--- src/rtl/eth_frame_match_report.sv ---
// Samples per-script MATCHED bits at the end of each frame and queues one
// {timestamp, mask, length} event per good matching frame in a FWFT FIFO.
module eth_frame_match_report #(
  parameter int C_NUM_SCRIPTS = 4,
  parameter int C_FIFO_DEPTH  = 16
) (
  input  logic                         clk,
  input  logic                         rst_n,
  input  logic [63:0]                  current_time,
  input  logic [7:0]                   s_axis_tdata,
  input  logic [17*C_NUM_SCRIPTS+2:0]  s_axis_tuser,
  input  logic                         s_axis_tlast,
  input  logic                         s_axis_tvalid,
  output logic                         m_evt_valid,
  input  logic                         m_evt_ready,
  output logic [63:0]                  m_evt_time,
  output logic [C_NUM_SCRIPTS-1:0]     m_evt_match,
  output logic [15:0]                  m_evt_length,
  output logic [31:0]                  cnt_frames,
  output logic [31:0]                  cnt_bad,
  output logic [31:0]                  cnt_overflow
);
  // state    | meaning
  // IDLE     | between frames; next valid beat is beat 0
  // IN_FRAME | beat 0 seen, waiting for tlast
  typedef enum logic {ST_IDLE, ST_IN_FRAME} state_t;

  localparam int AW = $clog2(C_FIFO_DEPTH);
  localparam int EW = 64 + C_NUM_SCRIPTS + 16;

  state_t                 state_q, state_d;
  logic [63:0]            ts_q, ts_d;
  logic [15:0]            len_q, len_d;
  logic [C_NUM_SCRIPTS-1:0] mask;
  logic                   eof, bad;
  logic                   evt_pend_q;
  logic [EW-1:0]          evt_data_q;
  logic [EW-1:0]          mem_q [C_FIFO_DEPTH];
  logic [AW:0]            wr_q, rd_q;
  logic                   full, empty, push, pop;
  logic [EW-1:0]          head;
  logic                   unused_bits;

  assign unused_bits = ^{s_axis_tdata, s_axis_tuser};

  always_ff @(posedge clk) begin
    if (!rst_n) state_q <= ST_IDLE;
    else        state_q <= state_d;
  end

  always_comb begin
    state_d = state_q;
    if (s_axis_tvalid) state_d = s_axis_tlast ? ST_IDLE : ST_IN_FRAME;
  end

  // Timestamp/length as they stand including the current beat
  always_comb begin
    ts_d  = ts_q;
    len_d = len_q;
    if (state_q == ST_IDLE) begin
      ts_d  = current_time;
      len_d = 16'd1;
    end else if (len_q != 16'hFFFF) begin
      len_d = len_q + 16'd1;
    end
  end

  always_comb begin
    mask = '0;
    for (int i = 0; i < C_NUM_SCRIPTS; i++) mask[i] = s_axis_tuser[17*i+3];
  end

  assign eof   = s_axis_tvalid & s_axis_tlast;
  assign bad   = s_axis_tuser[0] | (s_axis_tuser[2] & s_axis_tuser[1]);
  assign full  = (wr_q[AW] != rd_q[AW]) && (wr_q[AW-1:0] == rd_q[AW-1:0]);
  assign empty = (wr_q == rd_q);
  assign pop   = !empty && m_evt_ready;
  assign push  = evt_pend_q && (!full || pop);
  assign head  = mem_q[rd_q[AW-1:0]];

  assign m_evt_valid  = !empty;
  assign m_evt_time   = m_evt_valid ? head[EW-1 -: 64] : 64'd0;
  assign m_evt_match  = m_evt_valid ? head[16 +: C_NUM_SCRIPTS] : '0;
  assign m_evt_length = m_evt_valid ? head[15:0] : 16'd0;

  function automatic logic [31:0] sat_inc(input logic [31:0] v);
    return (v == 32'hFFFF_FFFF) ? v : v + 32'd1;
  endfunction

  always_ff @(posedge clk) begin
    if (!rst_n) begin
      ts_q         <= '0;
      len_q        <= '0;
      evt_pend_q   <= 1'b0;
      evt_data_q   <= '0;
      wr_q         <= '0;
      rd_q         <= '0;
      cnt_frames   <= '0;
      cnt_bad      <= '0;
      cnt_overflow <= '0;
    end else begin
      if (s_axis_tvalid) begin
        ts_q  <= ts_d;
        len_q <= len_d;
      end
      evt_pend_q <= eof && !bad && (mask != '0);
      if (eof) begin
        evt_data_q <= {ts_d, mask, len_d};
        cnt_frames <= sat_inc(cnt_frames);
        if (bad) cnt_bad <= sat_inc(cnt_bad);
      end
      if (evt_pend_q && !push) cnt_overflow <= sat_inc(cnt_overflow);
      if (push) wr_q <= wr_q + 1'b1;
      if (pop)  rd_q <= rd_q + 1'b1;
    end
  end

  // Storage needs no reset; the output mux hides stale entries
  always_ff @(posedge clk) begin
    if (push) mem_q[wr_q[AW-1:0]] <= evt_data_q;
  end

endmodule
--- config.mk ---
export PLATFORM = sky130hd
export DESIGN_NAME = eth_frame_match_report
export DESIGN_NICKNAME = d
export VERILOG_FILES = /design/src/rtl/eth_frame_match_report.sv
export SDC_FILE = /design/constraint.sdc
export NUM_CORES = 2
export LEC_CHECK = 0
export CAP_MARGIN = 25
export CORE_ASPECT_RATIO = 2
export CORE_UTILIZATION = 50
export CTS_CLUSTER_DIAMETER = 120
export DETAILED_ROUTE_END_ITERATION = 7
export PLACE_DENSITY = 0.7
export SYNTH_ARGS = -nofsm -noshare
export SYNTH_HDL_FRONTEND = slang
export SYNTH_SLANG_ARGS = --single-unit
--- constraint.sdc ---
create_clock -name clk -period 24.1 [get_ports clk]
set_input_delay 4.82 -clock clk [delete_from_list [all_inputs] [get_ports clk]]
set_output_delay 4.82 -clock clk [all_outputs]
set_load 0.02 [all_outputs]
# Word level (Yosys, flattened, before mapping)
# Memories as Yosys holds them, arrays and structs flattened. A register that Yosys moved wholly into a read port is not among the register bits.
# Cells that the tools add are included.
totals:
  regBits: 272
  ram_bits: 1344
  wordCells: 56
  mem_count: 1
classes:
  n_addsub: 6
  n_eq_ne: 7
  muxes: 11
  bitwise: 6
  reduce_logical: 15
mem_list:
  columns: ["name", "depth", "width", "rd", "rd_ports_with_merged_regs", "write_ports", "line", "source"]
  rows:
  - ["mem_q", 16, 84, 1, 1, 1, "38", "logic [EW-1:0] mem_q [C_FIFO_DEPTH];"]
op_table:
  columns: ["op", "n"]
  rows:
  - ["64-bit two-way mux", 2]
  - ["32-bit by 1-bit adder with 32-bit output (second input constant)", 3]
  - ["32-bit == test (second input constant)", 3]
  - ["16-bit two-way mux", 3]
  - ["16-bit by 1-bit adder with 16-bit output (second input constant)", 1]
  - ["16-bit != test (second input constant)", 1]
  - ["4-bit two-way mux", 3]
  - ["5-bit by 1-bit adder with 5-bit output (second input constant)", 2]
  - ["1-bit logical AND", 6]
  - ["5-bit == test", 1]
  - ["4-bit == test", 1]
  - ["1-bit logical NOT", 4]
  - ["2-bit AND reduction", 2]
  - ["4-bit nonzero test", 1]
  - ["1-bit two-way mux", 3]
  - ["1-bit NOT", 3]
  - ["3-bit AND reduction", 1]
  - ["1-bit AND", 2]
  - ["1-bit logical OR", 1]
  - ["1-bit != test", 1]
  - ["1-bit bitwise OR", 1]

# Logic depth before layout (Yosys ltp)
depth:
  word_depth: 8
  ltp_mapped: 9
  ltp_nobuf: 7

# Least setup slack after synthesis
# OpenSTA, ideal clock, no wires.
synth_path:
  kind: "input-to-reg"
  from: "input port m_evt_ready"
  to: "memory mem_q[0][0] in the netlist's numbering, enable pin"
  t_arrival_ns: 11.013
  slack_ns: 12.457
  path_stages: 4
  n_path_buf: 0
  cell_sequence: "nand2b_1 -> o21a_1 -> nand2_1 -> nor3_1"
synth_via:
  elab_chain_cells: 5
synth_rtl:
  columns: ["element", "line", "source"]
  rows:
  - ["from (decl)", "15", "input logic m_evt_ready,"]
  - ["1-bit logical AND", "77", "assign pop = !empty && m_evt_ready;"]
  - ["1-bit logical OR", "78", "assign push = evt_pend_q && (!full || pop);"]
  - ["1-bit logical AND", "78", null]
  - ["1-bit two-way mux", "120", "if (push) mem_q[wr_q[AW-1:0]] <= evt_data_q;"]
  - ["1-bit two-way mux (implied by the code)", "120", null]
  - ["to (decl)", "38", null]
# Every way passes these cells.

==> reports/results.tsv <==
metric	value	unit
status	complete, no violations	
GRT Total Usage	0.227	
Peak VDD IR	0.0000716	V
Sink Count	1620	
TritonRoute pass-1 iters	6	
first-pass GRT wire length	212000	um
Post-DP HPWL	75000	um
Layout Utilization	0.578	
Distinct cells, synth	65	
RSZ-0062 raised after global routing	no	
most frequent cells in the layout	1344 x edfxtp_1, 420 x mux4_2, 285 x nand2_1	
CTS tree	done	
Yosys Warn Count	0	
max cap viols	0	
CP Class	reg -> out	
CTS Hold Bufs	0	
R2R Path Start	wr_q[3]$_SDFFE_PN0P_	
multi-input logic area	16800	um^2
setup ws final	13.18	ns
chip width	254	um
DRT iter0 DRCs	2545	
placed inst area	68000	um^2
Setup Buffers After CTS	0	
# IOs	329	
worst-margin pin slew	1.14	ns
RR Endpoint	mem_q[12][11]$_DFFE_PP_	
H-Tree Depth	4	
initial antenna violation count	2	
leak pwr	0.0233	uW
Starting Density	0.505	
final instance area	72600	um^2
final weighted congestion in routability-driven placement	0.774	
Slew headroom	0.242	
Max clock buf depth	3	
WL/cell	26.3	um
CP endpoint	m_evt_length[12]	
final-report max-slew violation count	0	
commonest non-fill, non-tap cell in the layout	edfxtp_1	
fmax	91.6	MHz
cell row count	184	
Routed WL	143000	um
Final Net Count	3791	
number of vias per cell	5.92	
EDFF count, synth	1344	
setup slack, reg-to-reg	20.42	ns
Placeable Area	126000	um^2
drt drc	0	
root buf cell	clkbuf_16	
fillers	9392	
grt ovf	0	
crit share post-route	0.453	
share of cells above drive strength 1	0.193	
Clock Skew	0.0242	ns
die height	506	um
Synth Cell Area	63400	um^2
CTS Buf Count	140	
FF-to-FF path depth	6	
Die Footprint	128000	um^2
storage element area	45900	um^2
min-delay worst type	reg -> reg	
clk_lat worst skew	0.76	ns
P per Cell Area	76.7	nW/um^2
top_reg_cell synth	edfxtp_1	
Final ANT Viol Nets	0	
vias in the first global route	33200	
IO buf count	256	
largest net degree at the start of global routing	136	
Seq/Total Area, Yosys	0.723	
hold depth	2	
synthesized flop and latch total	1620	
Arr. time, crit path	6.10	ns
Area Growth Syn to Fin	14.5	%
Synth Instances	3376	
Hold Fails Final Rpt	0	
Worst Setup Start Kind	flip-flop	
Setup Viol. Count Final	0	
CP max FO	45	
cts repair resizes	0	
Synth Net Count	3533	
endpoint type of the worst setup path	primary output	
Worst EP required	19.28	ns
Clk pin slew, worst setup/hold paths	0.07	ns
Post-Place Worst Slack	13.78	ns
Syn Area/Cell	18.8	um^2
FFs w/ async S/R, synth	0	
setup TNS	0	ns
Final min period	10.92	ns
Vias	32100	
where the power goes:
part / internal (uW) / leakage (uW) / total (uW) / switching (uW)
clock network: 1310 / 0.00229 / 2300 / 991
logic: 94.7 / 0.00659 / 190 / 95.1
registers: 3040 / 0.0145 / 3090 / 42.8
logic make-up after synthesis:
kind of cell / after synthesis / share of synthesized area
simple gates: 727 / 0.0597
compound gates: 223 / 0.0275
buf+inv: 206 / 0.0137
mux: 495 / 0.161
fa+ha+maj: 9 / 0.00177
xor+xnor: 96 / 0.0133
flops: 1620 / 0.723
per-layer routing:
layer | share of wire | GRT usage
met5 | 0.000084 | 0
met1 | 0.39 | 0.290
met4 | 0.023 | 0.0594
met3 | 0.067 | 0.0449
met2 | 0.52 | 0.394
state kept, by name (all words and copies together) (netlist names), named ones only:
| name | cells |
|---|---|
| evt_pend_q | 1 |
| cnt_bad | 32 |
| cnt_overflow | 32 |
| mem_q | 1344 |
| len_q | 16 |
| state_q | 1 |
| cnt_frames | 32 |
| wr_q | 5 |
| rd_q | 5 |
| ts_q | 64 |
| evt_data_q | 84 |
layout make-up:
class	count	area share
Timing Repair Buffer	309	0.0425
Inverter	13	0.000706
Clock inverter	72	0.0114
Multi-Input combinational cell	1550	0.232
Sequential cell	1620	0.632
Clock buffer	179	0.0529
Antenna cell	2	0.0000689
Tap cell	1674	0.0288
critical path, cell delays in order, from the launching register on:
cell             delay, ns
dfxtp_4               0.83
buf_4                 0.75
buf_4                 0.83
buf_4                 0.83
mux4_2                0.62
mux4_2                0.53
and2_1                0.22
clkdlybuf4s50_1       0.60
through the flow:
step                      hold WS (ns)  cells  total power, uW
final                            0.465   5419             5570
after global routing             0.484   5418             5740
after CTS                        0.469   5417             5620
after detailed placement         0.459   5166             3340
after global placement           0.451   5165             3340
after floorplan                  0.443   3376             3260
cells in the mapped netlist, drive strengths merged (2+ instances only):
| cell type | count | area share |
|---|---|---|
| inv | 13 | 0.00077 |
| o31a | 3 | 0.00041 |
| nand4 | 44 | 0.0044 |
| nor2 | 37 | 0.0022 |
| edfxtp | 1344 | 0.64 |
| nor3 | 32 | 0.0028 |
| xnor2 | 59 | 0.0081 |
| mux2i | 75 | 0.012 |
| nor4b | 4 | 0.00055 |
| and3 | 26 | 0.0026 |
| and4 | 19 | 0.0026 |
| a21oi | 10 | 0.00079 |
| nand2b | 15 | 0.0015 |
| nand2 | 286 | 0.017 |
| clkbuf | 130 | 0.0077 |
| and2 | 177 | 0.017 |
| o21a | 2 | 0.00024 |
| buf | 63 | 0.0052 |
| a21boi | 80 | 0.0095 |
| o2111ai | 3 | 0.00041 |
| nor3b | 4 | 0.00047 |
| nand3 | 41 | 0.0033 |
| or2 | 3 | 0.00030 |
| nor2b | 12 | 0.0012 |
| xor2 | 37 | 0.0051 |
| a21o | 4 | 0.00047 |
| o211ai | 2 | 0.00024 |
| a41oi | 2 | 0.00028 |
| ha | 9 | 0.0018 |
| o31ai | 5 | 0.00059 |
| nand4b | 2 | 0.00028 |
| or3 | 8 | 0.00081 |
| or4 | 2 | 0.00030 |
| dfxtp | 276 | 0.087 |
| nor4 | 10 | 0.0012 |
| o211a | 65 | 0.010 |
| a31oi | 9 | 0.00089 |
| and3b | 2 | 0.00028 |
| o21ai | 31 | 0.0024 |
| mux4 | 420 | 0.15 |
worst min path at each step:
stage	startpoint	endpoint	slack, ns
2_1_floorplan	ts_q[0]$_SDFFE_PN0P_	ts_q[0]$_SDFFE_PN0P_	0.44
4_1_cts	ts_q[0]$_SDFFE_PN0P_	ts_q[0]$_SDFFE_PN0P_	0.47
6_report	ts_q[56]$_SDFFE_PN0P_	ts_q[56]$_SDFFE_PN0P_	0.46
3_3_place_gp	ts_q[2]$_SDFFE_PN0P_	ts_q[2]$_SDFFE_PN0P_	0.45
5_1_grt	ts_q[15]$_SDFFE_PN0P_	ts_q[15]$_SDFFE_PN0P_	0.48
3_5_place_dp	ts_q[0]$_SDFFE_PN0P_	ts_q[0]$_SDFFE_PN0P_	0.46
No activity file was read; power rests on OpenSTA's default activity.
